**src/rtl/pb_pkg.sv**
```systemverilog
// Shared types and constants for the push-button group controller.
package pb_pkg;

   localparam int unsigned N_BTN = 4;

   typedef enum logic [1:0] {
      STABLE_LO,
      WAIT_HI,
      STABLE_HI,
      WAIT_LO
   } db_state_t;

   typedef enum logic {
      MODE_HOLD,
      MODE_TOGGLE
   } pb_mode_t;

   // Debounce counter width; never narrower than one bit.
   function automatic int unsigned cnt_width(input int unsigned cycles);
      return (cycles > 2) ? $clog2(cycles) : 1;
   endfunction

endpackage

```
**src/rtl/debounce_cell.sv**
```systemverilog
// One button channel: two-flop synchronizer followed by a counting debounce FSM that
// emits a registered level and a one-cycle pulse on each accepted rise.
module debounce_cell
   import pb_pkg::*;
#(
   parameter int unsigned DEBOUNCE_CYCLES = 1_000_000
) (
   input  logic clk,
   input  logic rst_n,
   input  logic i_btn,
   output logic o_level,
   output logic o_press,
   output logic o_level_nxt,
   output logic o_press_nxt
);

   localparam int unsigned   CW       = cnt_width(DEBOUNCE_CYCLES);
   localparam logic [CW-1:0] CNT_LAST = CW'(DEBOUNCE_CYCLES - 1);
   localparam logic [CW-1:0] CNT_ONE  = CW'(1);

   if (DEBOUNCE_CYCLES < 2) begin : g_bad_param
      $error("debounce_cell: DEBOUNCE_CYCLES must be at least 2");
   end

   logic          r_sync1;
   logic          r_sync2;
   db_state_t     r_state;
   db_state_t     w_state_nxt;
   logic [CW-1:0] r_cnt;
   logic [CW-1:0] w_cnt_nxt;
   logic          r_level;
   logic          w_level_nxt;
   logic          r_press;
   logic          w_press_nxt;

   always_ff @(posedge clk or negedge rst_n) begin
      if (!rst_n) begin
         r_sync1 <= 1'b0;
         r_sync2 <= 1'b0;
      end else begin
         r_sync1 <= i_btn;
         r_sync2 <= r_sync1;
      end
   end

   always_ff @(posedge clk or negedge rst_n) begin
      if (!rst_n) begin
         r_state <= STABLE_LO;
         r_cnt   <= '0;
         r_level <= 1'b0;
         r_press <= 1'b0;
      end else begin
         r_state <= w_state_nxt;
         r_cnt   <= w_cnt_nxt;
         r_level <= w_level_nxt;
         r_press <= w_press_nxt;
      end
   end

   // The first differing sample already counts as one, so acceptance happens on the
   // DEBOUNCE_CYCLES-th consecutive sample.
   always_comb begin
      w_state_nxt = r_state;
      w_cnt_nxt   = r_cnt;
      w_level_nxt = r_level;
      w_press_nxt = 1'b0;
      unique case (r_state)
         STABLE_LO: begin
            w_cnt_nxt = '0;
            if (r_sync2) begin
               w_state_nxt = WAIT_HI;
               w_cnt_nxt   = CNT_ONE;
            end
         end
         WAIT_HI: begin
            if (!r_sync2) begin
               w_state_nxt = STABLE_LO;
               w_cnt_nxt   = '0;
            end else if (r_cnt == CNT_LAST) begin
               w_state_nxt = STABLE_HI;
               w_cnt_nxt   = '0;
               w_level_nxt = 1'b1;
               w_press_nxt = 1'b1;
            end else begin
               w_cnt_nxt = r_cnt + CNT_ONE;
            end
         end
         STABLE_HI: begin
            w_cnt_nxt = '0;
            if (!r_sync2) begin
               w_state_nxt = WAIT_LO;
               w_cnt_nxt   = CNT_ONE;
            end
         end
         WAIT_LO: begin
            if (r_sync2) begin
               w_state_nxt = STABLE_HI;
               w_cnt_nxt   = '0;
            end else if (r_cnt == CNT_LAST) begin
               w_state_nxt = STABLE_LO;
               w_cnt_nxt   = '0;
               w_level_nxt = 1'b0;
            end else begin
               w_cnt_nxt = r_cnt + CNT_ONE;
            end
         end
         default: begin
            w_state_nxt = STABLE_LO;
            w_cnt_nxt   = '0;
            w_level_nxt = 1'b0;
         end
      endcase
   end

   assign o_level     = r_level;
   assign o_press     = r_press;
   assign o_level_nxt = w_level_nxt;
   assign o_press_nxt = w_press_nxt;

endmodule

```
**src/rtl/pb_group_ctrl.sv**
```systemverilog
// Debounces four push buttons and turns them into per-group LED blanking flags, either
// following the held button (HOLD) or flipping on each press (TOGGLE).
module pb_group_ctrl
   import pb_pkg::*;
#(
   parameter int unsigned DEBOUNCE_CYCLES = 1_000_000
) (
   input  logic             clk,
   input  logic             rst_n,
   input  logic [N_BTN-1:0] btn_i,
   input  logic             mode_i,
   output logic [N_BTN-1:0] btn_level_o,
   output logic [N_BTN-1:0] btn_press_o,
   output logic [N_BTN-1:0] group_off_o
);

   logic             r_mode_s1;
   logic             r_mode_s2;
   pb_mode_t         w_mode;
   logic [N_BTN-1:0] w_level;
   logic [N_BTN-1:0] w_press;
   logic [N_BTN-1:0] w_level_nxt;
   logic [N_BTN-1:0] w_press_nxt;
   logic [N_BTN-1:0] r_off;
   logic [N_BTN-1:0] w_off_nxt;

   for (genvar g = 0; g < N_BTN; g++) begin : g_btn
      debounce_cell #(
         .DEBOUNCE_CYCLES(DEBOUNCE_CYCLES)
      ) u_cell (
         .clk        (clk),
         .rst_n      (rst_n),
         .i_btn      (btn_i[g]),
         .o_level    (w_level[g]),
         .o_press    (w_press[g]),
         .o_level_nxt(w_level_nxt[g]),
         .o_press_nxt(w_press_nxt[g])
      );
   end

   always_ff @(posedge clk or negedge rst_n) begin
      if (!rst_n) begin
         r_mode_s1 <= 1'b0;
         r_mode_s2 <= 1'b0;
      end else begin
         r_mode_s1 <= mode_i;
         r_mode_s2 <= r_mode_s1;
      end
   end

   assign w_mode = pb_mode_t'(r_mode_s2);

   // On the edge where the synchronized mode changes, hold; the new mode rules apply
   // from the following edge.
   always_comb begin
      w_off_nxt = r_off;
      if (r_mode_s1 == r_mode_s2) begin
         if (w_mode == MODE_HOLD) begin
            w_off_nxt = w_level_nxt;
         end else begin
            w_off_nxt = r_off ^ w_press_nxt;
         end
      end
   end

   always_ff @(posedge clk or negedge rst_n) begin
      if (!rst_n) begin
         r_off <= '0;
      end else begin
         r_off <= w_off_nxt;
      end
   end

   assign btn_level_o = w_level;
   assign btn_press_o = w_press;
   assign group_off_o = r_off;

endmodule

```
**config.mk**
```make
export PLATFORM = sky130hd
export DESIGN_NAME = pb_group_ctrl
export DESIGN_NICKNAME = d
export VERILOG_FILES = /design/src/rtl/pb_pkg.sv /design/src/rtl/debounce_cell.sv /design/src/rtl/pb_group_ctrl.sv
export SDC_FILE = /design/constraint.sdc
export NUM_CORES = 1
export LEC_CHECK = 0
export CORE_AREA = 2 2 126 128
export DETAILED_ROUTE_END_ITERATION = 10
export DIE_AREA = 0 0 128 130
export GPL_ROUTABILITY_DRIVEN = 0
export GPL_TIMING_DRIVEN = 1
export PLACE_DENSITY = 0.5
export SLEW_MARGIN = 20
export SYNTH_ARGS = -nofsm -noshare
export SYNTH_HDL_FRONTEND = slang
export SYNTH_SLANG_ARGS = --single-unit
```
**constraint.sdc**
```tcl
create_clock -name clk -period 2.3 [get_ports clk]
set_input_delay 0.46 -clock clk [delete_from_list [all_inputs] [get_ports clk]]
set_output_delay 0.46 -clock clk [all_outputs]
set_load 0.01 [all_outputs]
```
# After elaboration in Yosys (flattened, before gate mapping)
# Index checks and enable logic that the tools add are counted.
dict set report op_classes {
  n_addsub 4
  n_mul 0
  n_div 0
  n_lt_le_gt_ge 0
  n_eq_ne 33
  shifts 0
  mux 85
  n_bitwise 1
  reduce_logical 8
}
# cell n
set op_table {}
lappend op_table {{$pmux 20 s4} 4}
lappend op_table {{$mux 20} 12}
lappend op_table {{$add 20x1->20 const B} 4}
lappend op_table {{$eq 20x20->1 const B} 4}
lappend op_table {{$mux 2} 24}
lappend op_table {{$mux 1} 36}
lappend op_table {{$pmux 2 s4} 4}
lappend op_table {{$eq 2x2->1 const B} 8}
lappend op_table {{$reduce_and 4->1} 4}
lappend op_table {{$ne 3x1->1 const B} 4}
lappend op_table {{$ne 3x3->1 const B} 4}
lappend op_table {{$eq 2x1->1 const B} 4}
lappend op_table {{$logic_not 2->1} 4}
lappend op_table {{$ne 2x1->1 const B} 4}
lappend op_table {{$ne 2x2->1 const B} 4}
lappend op_table {{$pmux 1 s2} 4}
lappend op_table {{$mux 4} 1}
lappend op_table {{$xor 4x4->4} 1}
lappend op_table {{$eq 1x1->1} 1}
dict set report totals {
  register_bits 110
  latchBits 0
  mem_bits_rw 0
  rom_bits 0
  input_bits 7
  memories 0
}

# Logic depth before layout (Yosys ltp)
dict set report depth {
  word_depth 6
  depth_mapped 8
  mapped_depth_nobuf 6
}

# Cells and area by module
# Synthesis repeated with hierarchy kept, for this count alone.
dict set report unflattened {
  hier_cells 519
  hier_area_um2 5393.9
}
# mod instances cells_per_inst area_each_um2 seq_area_each_um2
set by_module_without_submodules {}
lappend by_module_without_submodules {{debounce_cell (g_btn[1].u_cell ...)} 2 121 1271.2 650.6}
lappend by_module_without_submodules {{debounce_cell (g_btn[0].u_cell)} 1 123 1263.7 650.6}
lappend by_module_without_submodules {{debounce_cell (g_btn[3].u_cell)} 1 126 1263.7 650.6}
lappend by_module_without_submodules {pb_group_ctrl 1 28 324.1 150.1}

# Least setup slack after synthesis
# No wires, ideal clock.
dict set report synth_path {
  path_kind {register to register}
  startpoint {register g_btn[2].u_cell.r_cnt[0]}
  endpoint {register r_off[2], in the netlist group_off_o[2]}
  arrival_time_ns 1.880
  slack_ns 0.294
  path_stages_with_launch 7
  path_buffers 0
  cell_sequence {dfrtp_1 -> ha_1 -> and3_1 -> nand3_1 -> or3_4 -> mux2_4 -> a221o_1}
}
dict set report synth_between {
  elab_chain_cells 6
  elab_cells_between_ends 11
}
# item line_no
set synth_lines {}
lappend synth_lines {{start, declared} debounce_cell.sv:29} ;# logic [CW-1:0] r_cnt;
lappend synth_lines {{start signal, assigned} debounce_cell.sv:54} ;# r_cnt <= w_cnt_nxt;
lappend synth_lines {{$eq 20x20->1 *} {debounce_cell.sv:79, debounce_cell.sv:99}}
lappend synth_lines {{$mux 1} debounce_cell.sv:79} ;# end else if (r_cnt == CNT_LAST) begin
lappend synth_lines {{$mux 1} debounce_cell.sv:76} ;# if (!r_sync2) begin
lappend synth_lines {{$mux 1} debounce_cell.sv:67} ;# unique case (r_state)
lappend synth_lines {{$xor 4x4->4} pb_group_ctrl.sv:61} ;# w_off_nxt = r_off ^ w_press_nxt;
lappend synth_lines {{$mux 4 *} pb_group_ctrl.sv:58} ;# if (w_mode == MODE_HOLD) begin
lappend synth_lines {{end signal, assigned} pb_group_ctrl.sv:70} ;# r_off <= w_off_nxt;
lappend synth_lines {{end, declared} pb_group_ctrl.sv:24} ;# logic [N_BTN-1:0] r_off;
# Mark *: on every way between the ends. The rest lies on a longest branch, timed or not.
# A chain may end at the register's enable or synchronous reset.

# Final worst setup path
# Same ends and word-level chain as after synthesis.

==> qor.yml <==
post-route-util_pct: 38.5
cap_violations: 0
vias_per_cell: 4.84
grt_pass1_wl_um: 17100
io-pin-count: 19
crit_required_ns: 2.54
grt_pass1_vias: 3582
die_h_um: 130
setup_viol: 0
status: "finished clean"
synth.most_common_cell: "dfrtp_1"
drc: 0
fin_crit_ns: 2.15
ir_worst_vdd_uv: 296
worstMarginPinSlew_ns: 0.631
worstPathMaxFanout: 4
hold_viol: 0
grtUsageMet1_pct: 17.1
dr.pass1.iters: 4
synth_ff_type: "dfrtp_1"
netlist_area_mm2: 0.00523
synth_seq_area_share_pct: 52.6
antenna_cells: 0
cts_setup_buffers: 0
grt_start_max_net_pins: 49
drtIter0Drc: 217
cts_hold_buf: 0
via_count: 3536
grt_overflow: 0
nNetsFinal: 545
powerDensity_mw_per_mm2: 612
start_kind: "flop"
synth_nets: 524
gr-usage-met3_pct: 2.38
rows: 46
fin_tns_setup_ns: 0
drive_gt1_share_pct: 6.49
antenna_found_initial: 0
core_mm2: 0.0154
ys_types: 48
worstSetupPathType: "flop to flop"
totalWireLength_um: 9740
ys_top_cells_by_area: "dfrtp_1 53%, xor2_1 6.9%, nor2_1 6.7%, xnor2_1 5.9%, nand3_1 2.8%"
synth-async-reset-ratio_pct: 100
min_path_type: "input port to async pin"
grt_util_met2_pct: 20.6
numCtsBuffers: 9
rsz0062_at_grt: "false"
finClkSkew_ns: 0.0124
die_area_mm2: 0.0166
place_hpwl_um: 6810
yosysTopAreaCell: "dfrtp_1"
start_util_pct: 33.9
post_cts_resized: 0
die_w_um: 128
ys_ff_latch: 110
slew_viol_final: 0
syn_avg_cell_area_um2: 10.2
clockBufferDepth: 2
slew_headroom_pct: 57.9
p_leak_nw: 2.49
cts-root-buf: "clkbuf_16"
clock_latency_ns: 0.35
cts_tree: "yes"
busiest_layer: "met2"
hold_ws_ns: 0.124
numPortBuffers: 18
grt.total_usage_pct: 12.8
clk_pin_slew_ns: 0.07
synth_cells: 513
cts_max_level: 3
cp-end-kind: "flop"
fmax_ghz: 0.466
min_period_over_period_pct: 93.3
post_drt_wl_per_cell_um: 13.3
synth.cells.most_frequent: "110 x dfrtp_1, 93 x nor2_1, 41 x xor2_1, 35 x xnor2_1"
areaGrowthSynthToFinish_pct: 13.4
clkSinkCount: 110
synth_top_area_share_pct: 52.6
arrival_ns: 2.38
drtAntennaViolNets: 0
yosys_warnings: 0
synth_edf_count: 0
==> cell families after synthesis <==
logic type | after synthesis | share of synthesized area, %
AO/OA/AOI/OAI | 27 | 3.56
multiplexers | 7 | 1.51
XOR/XNOR | 76 | 12.7
AND/OR/NAND/NOR | 253 | 25.4
buffers and inverters | 36 | 3.20
adder cells (fa/ha/maj) | 4 | 0.957
flip-flops | 110 | 52.6
==> cells in the final DEF, fill, tap and decap left out, drive strengths merged, types with 3 or more instances in the layout <==
cell type,count
nand2,29
inv,19
a21oi,7
nor4,7
nor2b,7
nor2,93
and3,16
nand3b,5
dfrtp,110
nor4b,3
nand4,17
clkbuf,12
nand3,30
a211o,3
and4,13
buf,11
clkdlybuf4s50,17
mux2i,3
o21ai,5
mux2,4
nor3,7
ha,4
o21a,3
xnor2,35
xor2,41
and2,7
nand2b,6
or3,3
==> layout make-up <==
class	instances	area, µm²
multi-input combinational	367	2310
clock buffer	12	267
sequential	110	2750
clock inverter	4	28.8
timing repair buffer	28	265
tap	192	240
inverter	18	67.6
fill	1535	9490
==> path summary, 6_finish.rpt <==
check,from,endpoint,slack [ns],cells after the start
max in group asynchronous,rst_n,g_btn[2].u_cell.o_press,1.50,2
worst max-delay path,g_btn[2].u_cell.r_cnt[0],group_off_o[2],0.15,6
worst max register to register,g_btn[2].u_cell.r_cnt[0],group_off_o[2],0.15,6
worst min-delay path,rst_n,g_btn[3].u_cell.r_cnt[19],0.12,1
min in group clk,g_btn[1].u_cell.r_sync1,g_btn[1].u_cell.r_sync2,0.34,0
worst min register to register,g_btn[1].u_cell.r_sync1,g_btn[1].u_cell.r_sync2,0.34,0
==> metal layers <==
layer / part of all wire, % / vias up
met5: 0 / -
met4: 2.0 / 0
met3: 2.9 / 10
met2: 46 / 33
met1: 49 / 1712
li1: - / 1781
==> state kept, by name (all words and copies together) (netlist names), named ones only <==
signal,count
g_btn.u_cell.r_sync2,4
g_btn.u_cell.o_press,4
g_btn.u_cell.r_state,4
g_btn.u_cell.r_sync1,4
group_off_o,4
r_mode_s2,1
g_btn.u_cell.r_cnt,80
g_btn.u_cell.o_level,4
r_mode_s1,1
==> worst max-delay path: stages (launching register included) <==
cell,delay [ns]
dfrtp_1,0.38
ha_1,0.19
and3_1,0.23
nand3_1,0.17
or3_4,0.43
mux2_4,0.30
a221o_1,0.34
==> per-stage QoR <==
step	worst slack [ns]	cells	cell area [µm²]	total power, mW
final	0.154	731	5930	3.63
after global routing	0.0175	731	5930	3.78
after CTS	0.131	731	5930	3.71
after detailed placement	0.128	715	5640	2.14
after global placement	0.173	715	5640	2.14
after floorplan	0.294	513	5230	2.06
==> report_power, final <==
group	total (mW)	switching, mW	internal (mW)	leakage, nW
logic	0.120	0.0799	0.0405	0.855
registers	1.98	0.0241	1.95	1.50
clock network	1.53	0.705	0.827	0.141
total	3.63	0.809	2.82	2.49
Power figures use the tool's default switching activity.
